--- src/rtl/ctrl_pkg.sv ---
// Shared types and constants for the multicycle RV32I-subset control unit.
// ILLEGAL_TRAP_EN adds the S_TRAP state for unrecognised opcodes.
package ctrl_pkg;

  typedef enum logic [3:0] {
    S_FETCH  = 4'd0,
    S_DECODE = 4'd1,
    S_MEMADR = 4'd2,
    S_MEMRD  = 4'd3,
    S_MEMWB  = 4'd4,
    S_MEMWR  = 4'd5,
    S_EXECR  = 4'd6,
    S_EXECI  = 4'd7,
    S_ALUWB  = 4'd8,
    S_BEQ    = 4'd9,
    S_JAL    = 4'd10
`ifdef ILLEGAL_TRAP_EN
    , S_TRAP = 4'd11
`endif
  } state_t;

  typedef enum logic [1:0] {
    ALUOP_ADD   = 2'd0,
    ALUOP_SUB   = 2'd1,
    ALUOP_FUNCT = 2'd2
  } alu_op_t;

  localparam logic [6:0] OP_LW  = 7'b0000011;
  localparam logic [6:0] OP_SW  = 7'b0100011;
  localparam logic [6:0] OP_R   = 7'b0110011;
  localparam logic [6:0] OP_I   = 7'b0010011;
  localparam logic [6:0] OP_BEQ = 7'b1100011;
  localparam logic [6:0] OP_JAL = 7'b1101111;

  localparam logic [3:0] ALU_AND = 4'b0000;
  localparam logic [3:0] ALU_OR  = 4'b0001;
  localparam logic [3:0] ALU_ADD = 4'b0010;
  localparam logic [3:0] ALU_SUB = 4'b0110;
  localparam logic [3:0] ALU_SLT = 4'b0111;
  localparam logic [3:0] ALU_BAD = 4'b1111;

  // State following S_DECODE for a given opcode.
  function automatic state_t decode_next(input logic [6:0] op);
    state_t nxt;
    case (op)
      OP_LW, OP_SW: nxt = S_MEMADR;
      OP_R:         nxt = S_EXECR;
      OP_I:         nxt = S_EXECI;
      OP_BEQ:       nxt = S_BEQ;
      OP_JAL:       nxt = S_JAL;
`ifdef ILLEGAL_TRAP_EN
      default:      nxt = S_TRAP;
`else
      default:      nxt = S_FETCH;
`endif
    endcase
    return nxt;
  endfunction

endpackage

--- src/rtl/multicycle_ctrl_alu_decoder.sv ---
// Combinational ALU control decode from the per-state ALU op and funct fields.
// Unaffected by ILLEGAL_TRAP_EN.
module alu_decoder
  import ctrl_pkg::*;
(
  input  alu_op_t     i_alu_op,
  input  logic [2:0]  i_funct3,
  input  logic        i_op5,
  input  logic        i_funct7b5,
  output logic [3:0]  o_alu_ctrl
);

  always_comb begin
    o_alu_ctrl = ALU_ADD;
    unique case (i_alu_op)
      ALUOP_ADD: o_alu_ctrl = ALU_ADD;
      ALUOP_SUB: o_alu_ctrl = ALU_SUB;
      ALUOP_FUNCT: begin
        unique case (i_funct3)
          // op5 distinguishes R-type from I-type, so addi never subtracts.
          3'b000:  o_alu_ctrl = (i_op5 && i_funct7b5) ? ALU_SUB : ALU_ADD;
          3'b010:  o_alu_ctrl = ALU_SLT;
          3'b110:  o_alu_ctrl = ALU_OR;
          3'b111:  o_alu_ctrl = ALU_AND;
          default: o_alu_ctrl = ALU_BAD;
        endcase
      end
      default: o_alu_ctrl = ALU_ADD;
    endcase
  end

endmodule

--- src/rtl/multicycle_ctrl.sv ---
// Multicycle RV32I-subset control FSM with Moore datapath controls.
// Define ILLEGAL_TRAP_EN to trap unrecognised opcodes in S_TRAP with sticky o_illegal.
module multicycle_ctrl
  import ctrl_pkg::*;
#(
  parameter state_t RESET_STATE = S_FETCH
) (
  input  logic        i_clk,
  input  logic        i_rst,
  input  logic [6:0]  i_op,
  input  logic [2:0]  i_funct3,
  input  logic        i_funct7b5,
  input  logic        i_zero,
  input  logic        i_mem_ready,
  output logic        o_pc_write,
  output logic        o_adr_src,
  output logic        o_mem_write,
  output logic        o_ir_write,
  output logic        o_reg_write,
  output logic [1:0]  o_result_src,
  output logic [1:0]  o_alu_src_a,
  output logic [1:0]  o_alu_src_b,
  output logic [3:0]  o_alu_ctrl,
  output logic [3:0]  o_state,
  output logic        o_illegal
);

  state_t  r_state;
  alu_op_t w_alu_op;
  logic    w_pc_write;
  logic    w_mem_write;
  logic    w_ir_write;
  logic    w_reg_write;

`ifdef ILLEGAL_TRAP_EN
  logic r_illegal;
`endif

  always_ff @(posedge i_clk) begin
    if (i_rst) begin
      r_state <= RESET_STATE;
`ifdef ILLEGAL_TRAP_EN
      r_illegal <= 1'b0;
`endif
    end else begin
      case (r_state)
        S_FETCH:  if (i_mem_ready) r_state <= S_DECODE;
        S_DECODE: begin
          r_state <= decode_next(i_op);
`ifdef ILLEGAL_TRAP_EN
          // Set on the transition so the flag is visible in the first S_TRAP cycle.
          if (decode_next(i_op) == S_TRAP) r_illegal <= 1'b1;
`endif
        end
        S_MEMADR: r_state <= i_op[5] ? S_MEMWR : S_MEMRD;
        S_MEMRD:  if (i_mem_ready) r_state <= S_MEMWB;
        S_MEMWB:  r_state <= S_FETCH;
        S_MEMWR:  if (i_mem_ready) r_state <= S_FETCH;
        S_EXECR:  r_state <= S_ALUWB;
        S_EXECI:  r_state <= S_ALUWB;
        S_ALUWB:  r_state <= S_FETCH;
        S_BEQ:    r_state <= S_FETCH;
        S_JAL:    r_state <= S_ALUWB;
`ifdef ILLEGAL_TRAP_EN
        S_TRAP:   r_state <= S_TRAP;
`endif
        default:  r_state <= S_FETCH;
      endcase
    end
  end

  always_comb begin
    w_pc_write   = 1'b0;
    w_mem_write  = 1'b0;
    w_ir_write   = 1'b0;
    w_reg_write  = 1'b0;
    o_adr_src    = 1'b0;
    o_result_src = 2'b00;
    o_alu_src_a  = 2'b00;
    o_alu_src_b  = 2'b00;
    w_alu_op     = ALUOP_ADD;
    case (r_state)
      S_FETCH: begin
        o_alu_src_b  = 2'b10;
        o_result_src = 2'b10;
        w_ir_write   = i_mem_ready;
        w_pc_write   = i_mem_ready;
      end
      S_DECODE: begin
        o_alu_src_a = 2'b01;
        o_alu_src_b = 2'b01;
      end
      S_MEMADR: begin
        o_alu_src_a = 2'b10;
        o_alu_src_b = 2'b01;
      end
      S_MEMRD:  o_adr_src = 1'b1;
      S_MEMWB: begin
        o_result_src = 2'b01;
        w_reg_write  = 1'b1;
      end
      S_MEMWR: begin
        o_adr_src   = 1'b1;
        w_mem_write = 1'b1;
      end
      S_EXECR: begin
        o_alu_src_a = 2'b10;
        w_alu_op    = ALUOP_FUNCT;
      end
      S_EXECI: begin
        o_alu_src_a = 2'b10;
        o_alu_src_b = 2'b01;
        w_alu_op    = ALUOP_FUNCT;
      end
      S_ALUWB:  w_reg_write = 1'b1;
      S_BEQ: begin
        o_alu_src_a = 2'b10;
        w_alu_op    = ALUOP_SUB;
        w_pc_write  = i_zero;
      end
      S_JAL: begin
        o_alu_src_a = 2'b01;
        o_alu_src_b = 2'b10;
        w_pc_write  = 1'b1;
      end
      default: ;
    endcase
  end

  alu_decoder u_alu_decoder (
    .i_alu_op   (w_alu_op),
    .i_funct3   (i_funct3),
    .i_op5      (i_op[5]),
    .i_funct7b5 (i_funct7b5),
    .o_alu_ctrl (o_alu_ctrl)
  );

  // Enables are suppressed during reset so an abandoned instruction has no side effects.
  assign o_pc_write  = w_pc_write  & ~i_rst;
  assign o_mem_write = w_mem_write & ~i_rst;
  assign o_ir_write  = w_ir_write  & ~i_rst;
  assign o_reg_write = w_reg_write & ~i_rst;
  assign o_state     = r_state;

`ifdef ILLEGAL_TRAP_EN
  assign o_illegal = r_illegal;
`else
  assign o_illegal = 1'b0;
`endif

endmodule

--- config.mk ---
export PLATFORM = sky130hd
export DESIGN_NAME = multicycle_ctrl
export DESIGN_NICKNAME = d
export VERILOG_FILES = /design/src/rtl/ctrl_pkg.sv /design/src/rtl/multicycle_ctrl_alu_decoder.sv /design/src/rtl/multicycle_ctrl.sv
export SDC_FILE = /design/constraint.sdc
export NUM_CORES = 1
export LEC_CHECK = 0
export ABC_AREA = 0
export CORE_UTILIZATION = 49
export CTS_CLUSTER_SIZE = 10
export DETAILED_ROUTE_END_ITERATION = 6
export DONT_BUFFER_PORTS = 1
export GPL_ROUTABILITY_DRIVEN = 0
export GPL_TIMING_DRIVEN = 0
export HOLD_SLACK_MARGIN = 0.02
export PLACE_DENSITY = 0.71
export SYNTH_ARGS = -nofsm -noshare
export SYNTH_HDL_FRONTEND = slang
export SYNTH_SLANG_ARGS = --single-unit
--- constraint.sdc ---
create_clock -name i_clk -period 4.3 [get_ports i_clk]
set_clock_uncertainty 0.2 [all_clocks]
set_input_delay 1.29 -clock i_clk [delete_from_list [all_inputs] [get_ports i_clk]]
set_output_delay 1.29 -clock i_clk [all_outputs]
set_load 0.01 [all_outputs]
* Yosys cells after proc, flatten, opt, wreduce, memory -nomap -nowiden *
Cells that the tools add are included.
W data, S select, Z words.

word-level totals
  register bits after elaboration = 4
  input bits = 15
  output and inout port bits = 20
  logic and storage cells = 61

operators by class
  equality and inequality tests = 24
  multiplexer cells = 18
  bitwise gates (word level) = 5
  reductions and logical operators = 13

operators by type and width
  cell                  count
  $pmux W4 S6           1
  $pmux W4 S5           1
  $eq A4 B3 Y1 const B  4
  $pmux W2 S2           4
  $pmux W4 S4           1
  $eq A7 B6 Y1 const B  2
  $eq A7 B7 Y1 const B  2
  $eq A4 B4 Y1 const B  3
  $mux W4               3
  $reduce_or A2 Y1      6
  $eq A4 B2 Y1 const B  2
  $pmux W4 S2           1
  $eq A7 B2 Y1 const B  1
  $eq A7 B5 Y1 const B  1
  $eq A3 B3 Y1 const B  2
  $mux W3               2
  $ne A2 B2 Y1 const B  3
  $reduce_or A3 Y1      2
  $and A1 B1 Y1         4
  $eq A4 B1 Y1 const B  1
  $logic_not A4 Y1      1
  $mux W1               4
  $reduce_or A4 Y1      1
  $eq A3 B2 Y1 const B  1
  7 further kinds       7

* Depth between registers and ports, before layout *
Gate-level depths: netlist of the first run.

  word-level depth = 5
  gate-level depth with buffers = 7
  gate-level depth less buffers = 7

* By module *
A second synthesis of the first run with hierarchy kept.

second synthesis, totals
  cell total of the unflattened synthesis = 94
  area total of the unflattened synthesis = 660.6 µm²

modules (own cells, without submodules)
  module           instances  cells an instance  area an instance (µm²)  sequential area each (µm²)
  multicycle_ctrl  1          78                 545.5                   80.1
  alu_decoder      1          16                 115.1                   0.0

* Worst setup path after synthesis of the first run *
OpenSTA, ideal clock, no wires.

  kind = input port to output port
  start point = in i_funct3[2]
  end point = out o_alu_ctrl[2]
  data arrival time = 1.993 ns
  data required time = 2.810 ns
  setup slack = 0.817 ns
  cell stages on the path = 3
  buffers on the path = 0
  cells stage by stage = or4_1 > a21oi_1 > nor3_1

on the way
  cells in the longest elaborated chain, start to end = 3
  elaborated cells between the ends (all ways) = 6
  those cells by class = eq/ne: 3; mux: 2; reduce/logical: 1

RTL lines
  what                                        line                               text
  start, declared                             multicycle_ctrl.sv:11              input logic [2:0] i_funct3,
  $eq A3 B3 Y1, or another cell as far along  multicycle_ctrl_alu_decoder.sv:19  unique case (i_funct3)
  $pmux W4 S4 *                               multicycle_ctrl_alu_decoder.sv:19
  $pmux W4 S2 *                               multicycle_ctrl_alu_decoder.sv:15  unique case (i_alu_op)
  end, declared                               multicycle_ctrl.sv:23              output logic [3:0] o_alu_ctrl,

Mark *: on every way between the ends. The rest lies on a longest branch, timed or not.

* Final worst setup path of the first run *
  start point = reg r_state[1] (netlist: o_state[1])
  end point = out o_alu_ctrl[2]

on the way
  cells in the longest elaborated chain, start to end = 5
  elaborated cells between the ends (all ways) = 8
  those cells by class = eq/ne: 5; mux: 2; reduce/logical: 1

RTL lines
  what                                          line                               text
  start, declared                               multicycle_ctrl.sv:28              state_t r_state;
  start signal, assigned                        multicycle_ctrl.sv:49              r_state <= decode_next(i_op);
  start signal, assigned                        multicycle_ctrl.sv:55              S_MEMADR: r_state <= i_op[5] ? S_MEMWR : S_MEMRD;
  $eq A4 B3 Y1                                  multicycle_ctrl.sv:82              case (r_state)
  $reduce_or A2 Y1 (no source line)             -
  $pmux W2 S2 *                                 multicycle_ctrl.sv:82
  $eq A2 B2 Y1 or $eq A2 B1 Y1 (tied branches)  multicycle_ctrl_alu_decoder.sv:15
  $pmux W4 S2 *                                 multicycle_ctrl_alu_decoder.sv:15

Marks and branches as above.

==> summary.md, run 1 <==
| Metric | Value |
|---|---|
| Clock sink count | 4 |
| Kind of critical path | register to primary output |
| Sequential area share after synthesis | 0.1221 |
| Post CTS Setup Buffer Count | 0 |
| Root Driver | clkbuf_4 |
| Post-Layout Cell Count | approximately 110 |
| FF+latch count, synth | 4 |
| Row cnt | 12 |
| Period minus WS final | around 3.6 ns |
| DRC | 0 |
| Critical path endpoint category | primary output |
| Final WL | approximately 1.5 mm |
| YS warnings | 0 |
| Vias in the first global route | a little over 500 |
| # diodes | 0 |
| Die width | about 39 um |
| Num CTS Buffers | 3 |
| Via count | between 600 and 700 |
| Pin count of the biggest net entering global routing | 11 |
| Synthesized netlist net count | 114 |
| Max-slew headroom | 0.6618 |
| Power per cell area | around 160 mW/mm^2 |
| Worst Max-Slew Pin Slew | between 0.5 and 0.6 ns |
| Full die area | 0.001488 sq mm |
| Mapped cell area | ~660 sq um |
| Worst hold path class | register to register |
| Setup TNS | 0 ns |
| Clock H-tree levels | 1 |
| DPL Wire Length | between 1 and 1.5 mm |
| Synthesis-to-layout area growth | 6.107% |
| Antenna violations before repair | 0 |
| Reg clk slew, reported paths | ~0.04 ns |
| Layout Nets | about 120 |
| Placed cell count | 111 |
| # IOs | 35 |
| Worst vdd rail ir drop | ~0.00015 V |
| Yosys cell types | 42 |
| DRT Pass-1 Iters | 4 |
| WL/cell | 13.01 um |
| Die Y | ~39 um |
| Leak | 0.2850 nW |
| IO Port Bufs | 0 |
| RSZ-0062 raised after global routing | no |
| Setup-failing EPs final | 0 |
| Vias per std cell | 5.912 |
| Clock buffer depth | 2 |
| DRT iter0 DRCs | 16 |
| Hold_buf cts | 0 |
| R2r startpoint | o_state[0]$_SDFFE_PP0P_ |
| Maximum fanout along the worst path | 10 |
| Async SR Flop Fraction | 0 |
| EDFF count, synth | 0 |
| Final Max Slew Viols | 0 |
| Avg Cell Area, Syn | between 6 and 7 sq um |
| TritonCTS clock tree | yes |
| Cells after Synth | 97 |
| Total GRT Usage | 0.2072 |
| Signal arrival time at the worst endpoint | between 2 and 2.5 ns |
| Min-delay src | o_state[0]$_SDFFE_PP0P_ |
| Share of layout cells above drive strength 1 | 0.1200 |
| Routed Antenna Nets | 0 |
| Worst Setup SP | o_state[1]$_SDFFE_PP0P_ |
| Multi-input gate area | 514.2 sq um |
| Fmax | ~280 MHz |
| Max Cap Violations | 0 |
| Grt total ovfl | 0 |
| Reg area | ~80 sq um |
| Max reg flops | 4 |
| Critical Path RT | ~2.8 ns |
| Final instance area | about 700 sq um |
| Endpoints failing hold | 0 |
| Ys flop type | dfxtp_1 |
| Critical Path Start Type | register |
| First-pass GRT wire length | ~2.2 mm |
| Outcome | complete, no violations |
| DP Area | 673.1 sq um |
| Initial Util | 0.5598 |
| Skew-Pair Late Insertion Delay | roughly 0.23 ns |
| Layout filler cell count | about 130 |
| Fin crit share | 0.8366 |
| Core Area | about 0.0012 sq mm |
| Post-CTS Resized | 0 |
report_power, final:
| part | switching, mW | internal (mW) |
|---|---|---|
| sequential | 0.00175 | 0.0381 |
| clock | 0.0154 | 0.0312 |
| combinational | 0.0159 | 0.0105 |
| total | 0.0330 | 0.0799 |
area by class of cell:
cell class | count | area share
clock buffers | 3 | 0.03237
plain buffers | 7 | 0.06115
inverters | 5 | 0.02698
well taps | 14 | 0.02518
multi-input cells | 81 | 0.7392
flip-flops and latches | 4 | 0.1151
worst max-delay path, cell delays in order (launching register included):
cell     delay [ns]
dfxtp_1        0.37
buf_2          0.21
or4b_1         0.59
inv_1          0.08
ha_1           0.15
or4_1          0.11
a21oi_1        0.04
nor3_1         0.32
worst paths after layout:
| check | endpoint | slack, ns | cells past startpoint |
|---|---|---|---|
| worst min-delay path | o_state[1]$_SDFFE_PP0P_ | 0.53 | 3 |
| worst max register to register | o_state[2]$_SDFFE_PP0P_ | 2.63 | 5 |
| worst max-delay path | o_alu_ctrl[2] | 0.70 | 7 |
| worst min register to register | o_state[1]$_SDFFE_PP0P_ | 0.53 | 3 |
cells in the mapped netlist (all sizes together) (3+ instances only):
library cell  count  area share
and2              3       0.029
buf               6       0.059
nand2             6       0.034
inv               5       0.029
a21oi             8       0.061
nor2             11       0.074
nand2b            5       0.048
dfxtp             4        0.12
nor3              7       0.053
xnor2             3       0.040
o21ai             7       0.053
layer usage:
metal  global-route usage  vias to the layer above  share of wire
li1                     -                      348              -
met4              0.07759                        0              0
met2               0.3000                       29           0.47
met5                    0                        -              0
met3              0.05202                        0          0.076
met1               0.2902                      297           0.46
cells in the final DEF (no fill, tap or decap), types with 3 or more instances in the layout:
| cell | count |
|---|---|
| clkbuf_4 | 3 |
| and2_1 | 3 |
| xnor2_1 | 3 |
| dfxtp_1 | 4 |
| nor2_1 | 10 |
| nand2b_1 | 5 |
| nor3_1 | 7 |
| inv_1 | 5 |
| o21ai_0 | 6 |
| a21oi_1 | 8 |
| buf_2 | 4 |
| nand2_1 | 6 |
metrics by stage:
| stage | utilization | hold WS [ns] | total power, mW | setup WS [ns] |
|---|---|---|---|---|
| floorplan | - | 0.4424 | 0.06325 | 0.8170 |
| finish | 0.5940 | 0.5341 | 0.1129 | 0.7026 |
| CTS | 0.5940 | 0.5241 | 0.1150 | 0.6997 |
| global placement | 0.5748 | 0.5352 | 0.06664 | 0.7865 |
| global route | 0.5940 | 0.6135 | 0.1205 | 0.5840 |
| detailed placement | 0.5748 | 0.5086 | 0.06672 | 0.7901 |
cells by family (layout without fill, tap and decap cells):
logic type,Yosys count,in the layout,synth area share
XOR/XNOR,3,3,0.04008
multiplexers,1,1,0.01527
flip-flops,4,4,0.1221
buffers and inverters,12,15,0.09351
adder cells (fa/ha/maj),2,2,0.03816
other,1,1,0.005720
AO/OA/AOI/OAI,25,25,0.2386
AND/OR/NAND/NOR,49,49,0.4466
Note: power is estimated with default switching activity, not from simulation.
==> run 2, diff against run 1 <==
Settings changed: PLACE_DENSITY 0.71 to 0.73.
Clock period 4.3 ns to 3.2 ns, I/O delays scaled along.
==> run 2 against run 1 <==
Net effect: flip-flop and latch count unchanged; critical endpoint unchanged; sequential share of layout area increased by 0.24 points; global-route usage increased by 0.45 points; design area increased by 2.5%; clock-buffer cell count unchanged; non-clock buffer count unchanged; via count increased by 3.1%; sequential power increased by 36%; combinational power increased by 39%; hold slack got worse by 0.040 ns.
==> summary.md, run 2 (same netlist as run 1, synthesis figures left out) <==
| Metric | Value |
|---|---|
| Clock sink count | 4 (unchanged) |
| Synthesis-to-layout area growth | 8.779% (was 6.107%) |
| Fin crit share | 0.9706 |
| Vias in the first global route | 526 (was 515) |
| Critical path endpoint category | primary output (unchanged) |
| Core Area | 0.001171 sq mm (unchanged) |
| Max-slew headroom | 0.6503 (was 0.6618) |
| Maximum fanout along the worst path | 10 (unchanged) |
| Setup TNS | 0 ns (unchanged) |
| Skew-Pair Late Insertion Delay | 0.23 ns (about the same) |
| Clock buffer depth | 2 (unchanged) |
| Most common cell after layout, fill and taps aside | nor2_1 (unchanged) |
| Share of layout cells above drive strength 1 | 0.1800 (was 0.1200) |
| Multi-input gate area | 525.5 sq um (was 514.2 sq um) |
| Worst-path cell chain | buf_4 > or4b_4 > inv_1 > ha_1 > or4_1 > a21oi_1 > nor3_2 (was buf_2 > or4b_1 > inv_1 > ha_1 > or4_1 > a21oi_1 > nor3_1) |
| Total Power | 151.0 uW (was 112.9 uW) |
| Hold_buf cts | 0 (unchanged) |
| Critical Path RT | 2.04 ns (was 2.81 ns) |
| Via count | 695 (was 674) |
| Die Y | 38.58 um (unchanged) |
| Reg clk slew, reported paths | 0.04 ns (about the same) |
| Fmax | approximately 320 MHz |
| First-pass GRT wire length | 2.180 mm (was 2.166 mm) |
| Layout filler cell count | 121 (was 127) |
| Antenna violations before repair | 0 (unchanged) |
| Post CTS Setup Buffer Count | 0 (unchanged) |
| Grt total ovfl | 0 (unchanged) |
| Period minus WS final | 3.106 ns |
| Layout Nets | 119 (unchanged) |
| DRT Pass-1 Iters | 4 (unchanged) |
| R2r startpoint | o_state[3]$_SDFFE_PP0P_ (was o_state[0]$_SDFFE_PP0P_) |
| Max Cap Violations | 0 (unchanged) |
| Outcome | complete, no violations (unchanged) |
| Most frequent cells in the layout | nor2_1, a21oi_1, nor3_1, nand2_1, o21ai_0 (was nor2_1, a21oi_1, nor3_1) |
| Routed Antenna Nets | 0 (unchanged) |
| Worst Hold Slack | 0.4943 ns (was 0.5341 ns) |
| Min-delay src | o_state[0]$_SDFFE_PP0P_ (unchanged) |
| Critical Path Max Stage Delay | 0.56 ns (was 0.59 ns) |
| Endpoints failing hold | 0 (unchanged) |
| Signal arrival time at the worst endpoint | 1.95 ns (was 2.11 ns) |
| Worst hold path class | register to register (unchanged) |
| Initial Util | 0.5598 (unchanged) |
| Full die area | 0.001488 sq mm (unchanged) |
| Worst vdd rail ir drop | 0.0001592 V (was 0.0001486 V) |
| # IOs | 35 (unchanged) |
| IO Port Bufs | 0 (unchanged) |
| DRT iter0 DRCs | 18 (was 16) |
| Kind of critical path | register to primary output (unchanged) |
| # diodes | 0 (unchanged) |
| Vias per std cell | 6.096 (was 5.912) |
| Pin count of the biggest net entering global routing | 11 (unchanged) |
| Critical Path Start Type | register (unchanged) |
| Total GRT Usage | 0.2117 (was 0.2072) |
| WL/cell | 14.06 um (was 13.01 um) |
| Setup-failing EPs final | 0 (unchanged) |
| Row cnt | 12 (unchanged) |
| Slowest-stage cell, CP | or4b_4 (was or4b_1) |
| Die width | 38.58 um (unchanged) |
| Leak | 0.2881 nW (was 0.2850 nW) |
| DPL Wire Length | 1.184 mm (was 1.063 mm) |
| Final Max Slew Viols | 0 (unchanged) |
| Clock H-tree levels | 1 (unchanged) |
| DRC | 0 (unchanged) |
| Worst Setup SP | o_state[1]$_SDFFE_PP0P_ (unchanged) |
| Reg area | 83.83 sq um (was 80.08 sq um) |
| TritonCTS clock tree | yes (unchanged) |
| Final WL | 1.603 mm (was 1.483 mm) |
| Power per cell area | 211.7 mW/mm^2 (was 162.3 mW/mm^2) |
| Worst Max-Slew Pin Slew | 0.5198 ns (was 0.5027 ns) |
| Root Driver | clkbuf_4 (unchanged) |
| Max reg flops | 4 (unchanged) |
| Num CTS Buffers | 3 (unchanged) |
==> run 2: area by class of cell <==
| type | instances | area share |
|---|---|---|
| Buffer | 7 | 0.06316 |
| Clock buffer | 3 | 0.03158 |
| Inverter | 5 | 0.02632 |
| Multi-Input combinational cell | 81 | 0.7368 |
| Sequential cell | 4 | 0.1175 |
| Tap cell | 14 | 0.02456 |
==> run 2: path summary, 6_finish.rpt <==
path,endpoint,slack [ns],cells past startpoint
max,o_alu_ctrl[2],0.09,7
min reg2reg,o_state[1]$_SDFFE_PP0P_,0.49,3
min,o_state[1]$_SDFFE_PP0P_,0.49,3
max reg2reg,o_state[2]$_SDFFE_PP0P_,1.56,5
==> run 2: metal layers <==
metal / routed length (um) / track usage / up-vias
met5: 0 / 0 / -
met4: 0 / 0.1034 / 0
met3: 109 / 0.05202 / 0
met2: 809 / 0.3417 / 29
met1: 684 / 0.2578 / 318
li1: - / - / 348
==> run 2: report_power, final <==
part	switching (mW)	leakage, nW	internal (mW)	total [mW]
registers	0.00260	0.0338	0.0515	0.0541
logic	0.0224	0.241	0.0142	0.0366
clock network	0.0184	0.0138	0.0418	0.0602
total	0.0434	0.288	0.108	0.151
==> run 2: what timing repair did <==
action,CTS,global route
gates resized for setup,5,2
setup endpoints to repair,1,1
pin swaps,1,1
gates cloned,0,0
==> run 2: worst max-delay path: cells and delay by family (launching register included) <==
| family | cells | cell delay (ns) |
|---|---|---|
| buffers and inverters | 2 | 0.26 |
| and+or+nand+nor | 3 | 0.91 |
| AOI/OAI and AO/OA | 1 | 0.05 |
| DFF | 1 | 0.35 |
| adders and majority gates | 1 | 0.15 |
==> run 2: stage by stage <==
step / utilization / area, sq um / cells / setup slack, ns
after floorplan: - / 655.6 / 97 / 0.3263
after global placement: 0.5748 / 673.1 / 111 / 0.1753
after detailed placement: 0.5748 / 673.1 / 111 / 0.1766
after CTS: 0.6036 / 706.9 / 114 / 0.03833
after global routing: 0.6090 / 713.2 / 114 / -0.0003277
final: 0.6090 / 713.2 / 114 / 0.09395
==> run 3, diff against run 2 <==
Settings changed: CAP_MARGIN from default to 20, SLEW_MARGIN from default to 20.
==> results of run 3 <==
No change in the layout: final DEF, timing and power equal those of run 2.
